File: config.mk
export PLATFORM = sky130hd
export DESIGN_NAME = r_file
export DESIGN_NICKNAME = d
export VERILOG_FILES = /design/src/rtl/r_file.sv
export SDC_FILE = /design/constraint.sdc
export NUM_CORES = 2
export LEC_CHECK = 0
export BUFFER_PORTS_ARGS = -buffer_cell sky130_fd_sc_hd__buf_2
export CORE_ASPECT_RATIO = 2
export CORE_MARGIN = 1
export CORE_UTILIZATION = 50
export CTS_CLUSTER_DIAMETER = 200
export CTS_CLUSTER_SIZE = 30
export DETAILED_ROUTE_END_ITERATION = 7
export PLACE_DENSITY = 0.63
export SLEW_MARGIN = 20
export SYNTH_ARGS = -nofsm -noshare
export SYNTH_HDL_FRONTEND = slang
export SYNTH_SLANG_ARGS = --single-unit
export TNS_END_PERCENT = 100
File: constraint.sdc
create_clock -name Clk -period 2.34 [get_ports Clk]
set_input_delay 0.234 -clock Clk [delete_from_list [all_inputs] [get_ports Clk]]
set_output_delay 0.234 -clock Clk [all_outputs]
set_load 0.1 [all_outputs]
File: src/rtl/r_file.sv
// ---------------------------------------------------------------------------
// r_file : RV32I register file, two combinational read ports, one write port
// Rev 1.0
// ---------------------------------------------------------------------------
`default_nettype none

module r_file #(
  parameter int dataWidth    = 32,
  parameter int AddressWidth = 5
) (
  input  logic                    Clk,
  input  logic                    reset,
  input  logic                    RFwrite,
  input  logic [AddressWidth-1:0] RegA,
  input  logic [AddressWidth-1:0] RegB,
  input  logic [AddressWidth-1:0] RegW,
  input  logic [dataWidth-1:0]    dataW,
  output logic [dataWidth-1:0]    dataA,
  output logic [dataWidth-1:0]    dataB
);

  localparam int DEPTH = 2 ** AddressWidth;

  logic [dataWidth-1:0] regs_q [DEPTH];
  logic [dataWidth-1:0] regs_d [DEPTH];

  // Entry 0 is pinned to zero in the next-state so x0 never holds data.
  always_comb begin
    for (int i = 0; i < DEPTH; i++) begin
      regs_d[i] = regs_q[i];
    end
    regs_d[0] = '0;
    if (RFwrite && (RegW != '0)) begin
      regs_d[RegW] = dataW;
    end
  end

  always_ff @(posedge Clk or negedge reset) begin
    if (!reset) begin
      for (int i = 0; i < DEPTH; i++) begin
        regs_q[i] <= '0;
      end
    end else begin
      for (int i = 0; i < DEPTH; i++) begin
        regs_q[i] <= regs_d[i];
      end
    end
  end

  // No write bypass: reads always reflect the currently stored value.
  always_comb begin
    dataA = (RegA == '0) ? '0 : regs_q[RegA];
    dataB = (RegB == '0) ? '0 : regs_q[RegB];
  end

endmodule

`default_nettype wire

# Yosys cells after proc, flatten, opt, wreduce, memory -nomap -nowiden

Index checks and enable logic that the tools add are counted.

Register bits: 1,024
Input bits: 50
Output and inout bits: 64
Word-level logic and storage cells: 56

Magnitude comparators: 4
Mux-type cells: 12
Bitwise logic cells: 3
Reductions and logical operators: 5

Operators with widths:

| operator                                                    | count |
|---|---|
| bitwise mux 1024 bit                                        | 1 |
| two-way mux 1024 bit                                        | 1 |
| binary-select mux 32 bit (select 5 bit)                     | 2 |
| two-way mux 32 bit                                          | 7 |
| demux 32 bit (select 5 bit)                                 | 1 |
| >= comparator 6 bit (second input constant)                 | 3 |
| NOT 5 -> 6 bit                                              | 3 |
| logical NOT 5 bit                                           | 2 |
| less-than comparator 6 x 1 -> 1 bit (second input constant) | 1 |
| nonzero test 5 bit                                          | 1 |
| logical AND 1 bit                                           | 2 |

# Depth between registers and ports, before layout

Depth after elaboration: 7
Depth in mapped cells: 10
Depth with buffers taken out: 4

# Worst setup path before layout

Ideal clock, no wire load.

Path kind: input-to-output
From: input port RegB[2]
To: output port dataB[28]
Arrival time: 4.271 ns
Required time: 2.106 ns
Slack: -2.165 ns
Stages: 7
Path through: buf_2 -> buf_2 -> clkbuf_1 -> mux4_2 -> nor2b_1 -> a211oi_1 -> nor4_1

Word-level cells in the longest chain between the ends: 5
Elaborated cells on any way between the ends: 6
Classes of those cells: mux: 4; bitwise: 1; reduce/logical: 1

Ends and longest elaborated chain:

| item                                                   | line | source |
|---|---|---|
| from (decl)                                            | 15   | `input logic [AddressWidth-1:0] RegB,` |
| NOT 5 -> 6 bit (not written as such)                   | 53   | `dataB = (RegB == '0) ? '0 : regs_q[RegB];` |
| binary-select mux 32 bit (select 5 bit)                | 53   |  |
| two-way mux 32 bit (not written as such) (2 in series) | 53   |  |
| two-way mux 32 bit *                                   | 53   |  |
| to (decl)                                              | 19   | `output logic [dataWidth-1:0] dataB` |

Mark *: on every way between the ends. The rest lies on a longest branch, timed or not. The select of a mux whose other input is x is not followed.

==> metrics.md <==
| Metric | Value |
|---|---|
| Status | `finished, violations left` |
| Failing checks | `setup timing` |
| Post-synth top flop | `dfrtp_1` |
| CTS tree | `yes` |
| Clock sink count | `1024` |
| Yosys cell types | `41` |
| Layout Skew | `0 ps` |
| Detailed Routing Iterations Pass 1 | `7` |
| Crit path required time | `2110 ps` |
| WS Path Type | `flop to output pin` |
| Synth area leader | `dfrtp_1` |
| RSZ-0062 raised after global routing | `yes` |
| Vias per cell | `6.96` |
| Static Leak | `28.4 nW` |
| Initial antenna violation count | `17` |
| CP startpoint kind | `flop` |
| Post-synth top cells | `dfrtp_1 (1024), mux2_2 (956), mux4_2 (377), mux2i_1 (308), clkbuf_1 (216)` |
| Critical Path Max Stage Delay | `520 ps` |
| Layout cell share with drive strength beyond 1 | `57.8%` |
| Cell Pwr Density | `slightly above 700 mW/mm²` |
| Hold/Removal Path Class | `primary input to asynchronous set/reset pin` |
| Post-Synthesis Cells | `3665` |
| Count leader, synth | `dfrtp_1` |
| Data arrival, critical path | `roughly 2600 ps` |
| Largest net degree at the start of global routing | `120` |
| Clk buf depth | `3` |
| Fin util | `60.7%` |
| Synth area leaders | `dfrtp_1 (47%), mux2_2 (20%), mux4_2 (16%)` |
| CTS clk-pin slew, worst paths | `between 100 and 150 ps` |
| Post-synth EDFFs | `0` |
| Setup Viol. Count Final | `64` |
| Max Transition Viols Final | `0` |
| Highest-delay cell along the critical path | `mux4_2` |
| Chip width | `235 µm` |
| Wirelength, routed | `around 200 mm` |
| CP cell instances | `mux4_2, mux4_2, o22ai_2, buf_4, nor3_4, buf_12` |
| Period utilisation layout | `122%` |
| Measured slew at the worst slew-check pin | `between 700 and 800 ps` |
| Final HPWL DP | `132 mm` |
| IO Pins | `114` |
| Root Driver | `clkbuf_16` |
| Die H | `468 µm` |
| Remaining antenna violation count | `0` |
| # DRC | `0` |
| Global-route wire length before repair | `roughly 290 mm` |
| Port Buf Inserts | `~110` |
| Starting DRT DRC Count | `around 3500` |
| Vias in the first global route | `40777` |
| CP most frequent cell | `mux4_2` |
| Later-pin clock latency in the skew report | `660 ps` |
| Row count | `170` |
| Max Fclk | `approximately 350 MHz` |
| Remaining Overflow, GRT | `0` |
| Max-cap violations | `0` |
| Post-layout power | `47.4 mW` |
| Initial Utilization | `between 50% and 60%` |
| Share of the synthesized area in the top cell type | `between 40% and 50%` |
| FFs w/ async S/R, synth | `100%` |
| Vias | `37768` |
| CP Max Fanout | `2` |
| Mapped cell area | `0.0542 mm²` |
| Synthesis-stage register bit count | `between 1000 and 1500` |
| Ys Warns | `0` |
| Average cell area after synthesis | `14.8 µm²` |
| Worst slew margin | `48.6%` |
| PnR worst setup slack | `-510 ps` |
| Seq/Total Area, Yosys | `47.3%` |
| RD Place Congestion | `0.897` |
| Worst Setup End Kind | `output pin` |
| Minimum clock period | `2850 ps` |
| Core Region | `0.107 mm²` |
| VDD IR-drop max | `~0.49 mV` |
| Gr usage total | `a little over a third` |
| Final hold violations | `0` |
| TritonCTS Buffers | `40` |
| Final net count | `4092` |
| Area delta synth->final | `20.3%` |
| Routed WL per cell | `around 36 µm` |
| CTS H-tree depth | `2` |
| Die ar. | `~0.11 mm²` |
[report_power, final]
group | switching, mW | internal, mW
logic | 6.62 | 8.03
clock network | 5.68 | 3.21
registers | 2.79 | 21.1
total | 15.1 | 32.3
[critical path, delay by kind of cell (launching register included)]
kind,cells,cell delay (ps)
mux,2,1000
flops,1,430
buf+inv,2,320
compound gates,1,110
simple gates,1,60
[per-stage QoR]
stage / setup TNS, ps / setup slack [ps] / cells / hold WS (ps) / instance area (µm²)
2_1_floorplan: -9310 / -350 / 3696 / -61.6 / 55700
3_3_place_gp: -11270 / -493 / 5268 / 176 / 62300
3_5_place_dp: -11910 / -511 / 5268 / 182 / 62300
4_1_cts: -18590 / -515 / 5396 / 72.0 / 64900
5_1_grt: -21570 / -553 / 5423 / 75.9 / 65200
6_report: -18480 / -510 / 5427 / 64.8 / 65200
[metal layers]
layer  share of wire [%]  track usage [%]  up-vias  wire (µm)
met5                0.11                0        -        214
met3                 6.3             5.66      702      12300
met4                 7.9             25.0       26      15400
met1                  36             43.1    20341      71400
met2                  49             60.2     1866      96500
li1                    -                -    14833          -
[cells by family after synthesis]
| kind of cell | Yosys count | share of synthesized area (%) |
|---|---|---|
| mux | 1725 | 43.0 |
| flops | 1024 | 47.3 |
| buf+inv | 394 | 3.30 |
| compound gates | 380 | 5.06 |
| simple gates | 141 | 1.41 |
| other cells | 1 | 0.00692 |
[placed cells by master (no fill, tap or decap), types with 14 or more instances in the layout]
master     Yosys  routed
dfrtp_1     1024    1024
mux2_2       956     951
buf_4         38     425
mux4_2       377     377
mux2i_1      308     306
buf_12         0     204
a22oi_1      114     109
mux2_1        84      80
a21oi_1       69      42
buf_2         69      42
clkbuf_16      0      41
o221ai_2       0      32
a211oi_2       0      32
conb_1         1      32
a211oi_4       0      28
a21oi_2        0      27
a22o_1        24      23
nor3_4         0      20
nor2_4         0      18
nand2_1       34      17
nand2_2        0      17
o221ai_1      48      16
buf_6          6      15
nor4_4         1      14
[path summary, 6_finish.rpt]
check / from / endpoint / slack (ps) / cells after the start
setup / recovery: flop / dataB[23] / -510 / 6
hold / removal: reset / asynchronous set/reset pin / 60 / 2
setup reg to reg: flop / flop / 1280 / 3
hold reg to reg: flop / flop / 520 / 1
max in group asynchronous: reset / asynchronous set/reset pin / 1250 / 3
min in group Clk: dataW[10] / flop / 170 / 2
[what timing repair did]
action	CTS	global route
resized for setup	179	28
pin swaps	120	22
hold buffers	1	0
gates cloned	1	0
setup endpoints to repair	64	64
hold endpoints to repair	303	0
setup buffers	104	26
[layout make-up]
type,instances,area [µm²]
fill,8149,42200
inverter,2,7.51
timing repair buffer,696,7840
clock inverter,1,30.0
antenna,9,22.5
tap,1376,1720
multi-input combinational,2278,28900
clock buffer,41,1030
sequential,1024,25600
Note: power is estimated with default switching activity, not from simulation.
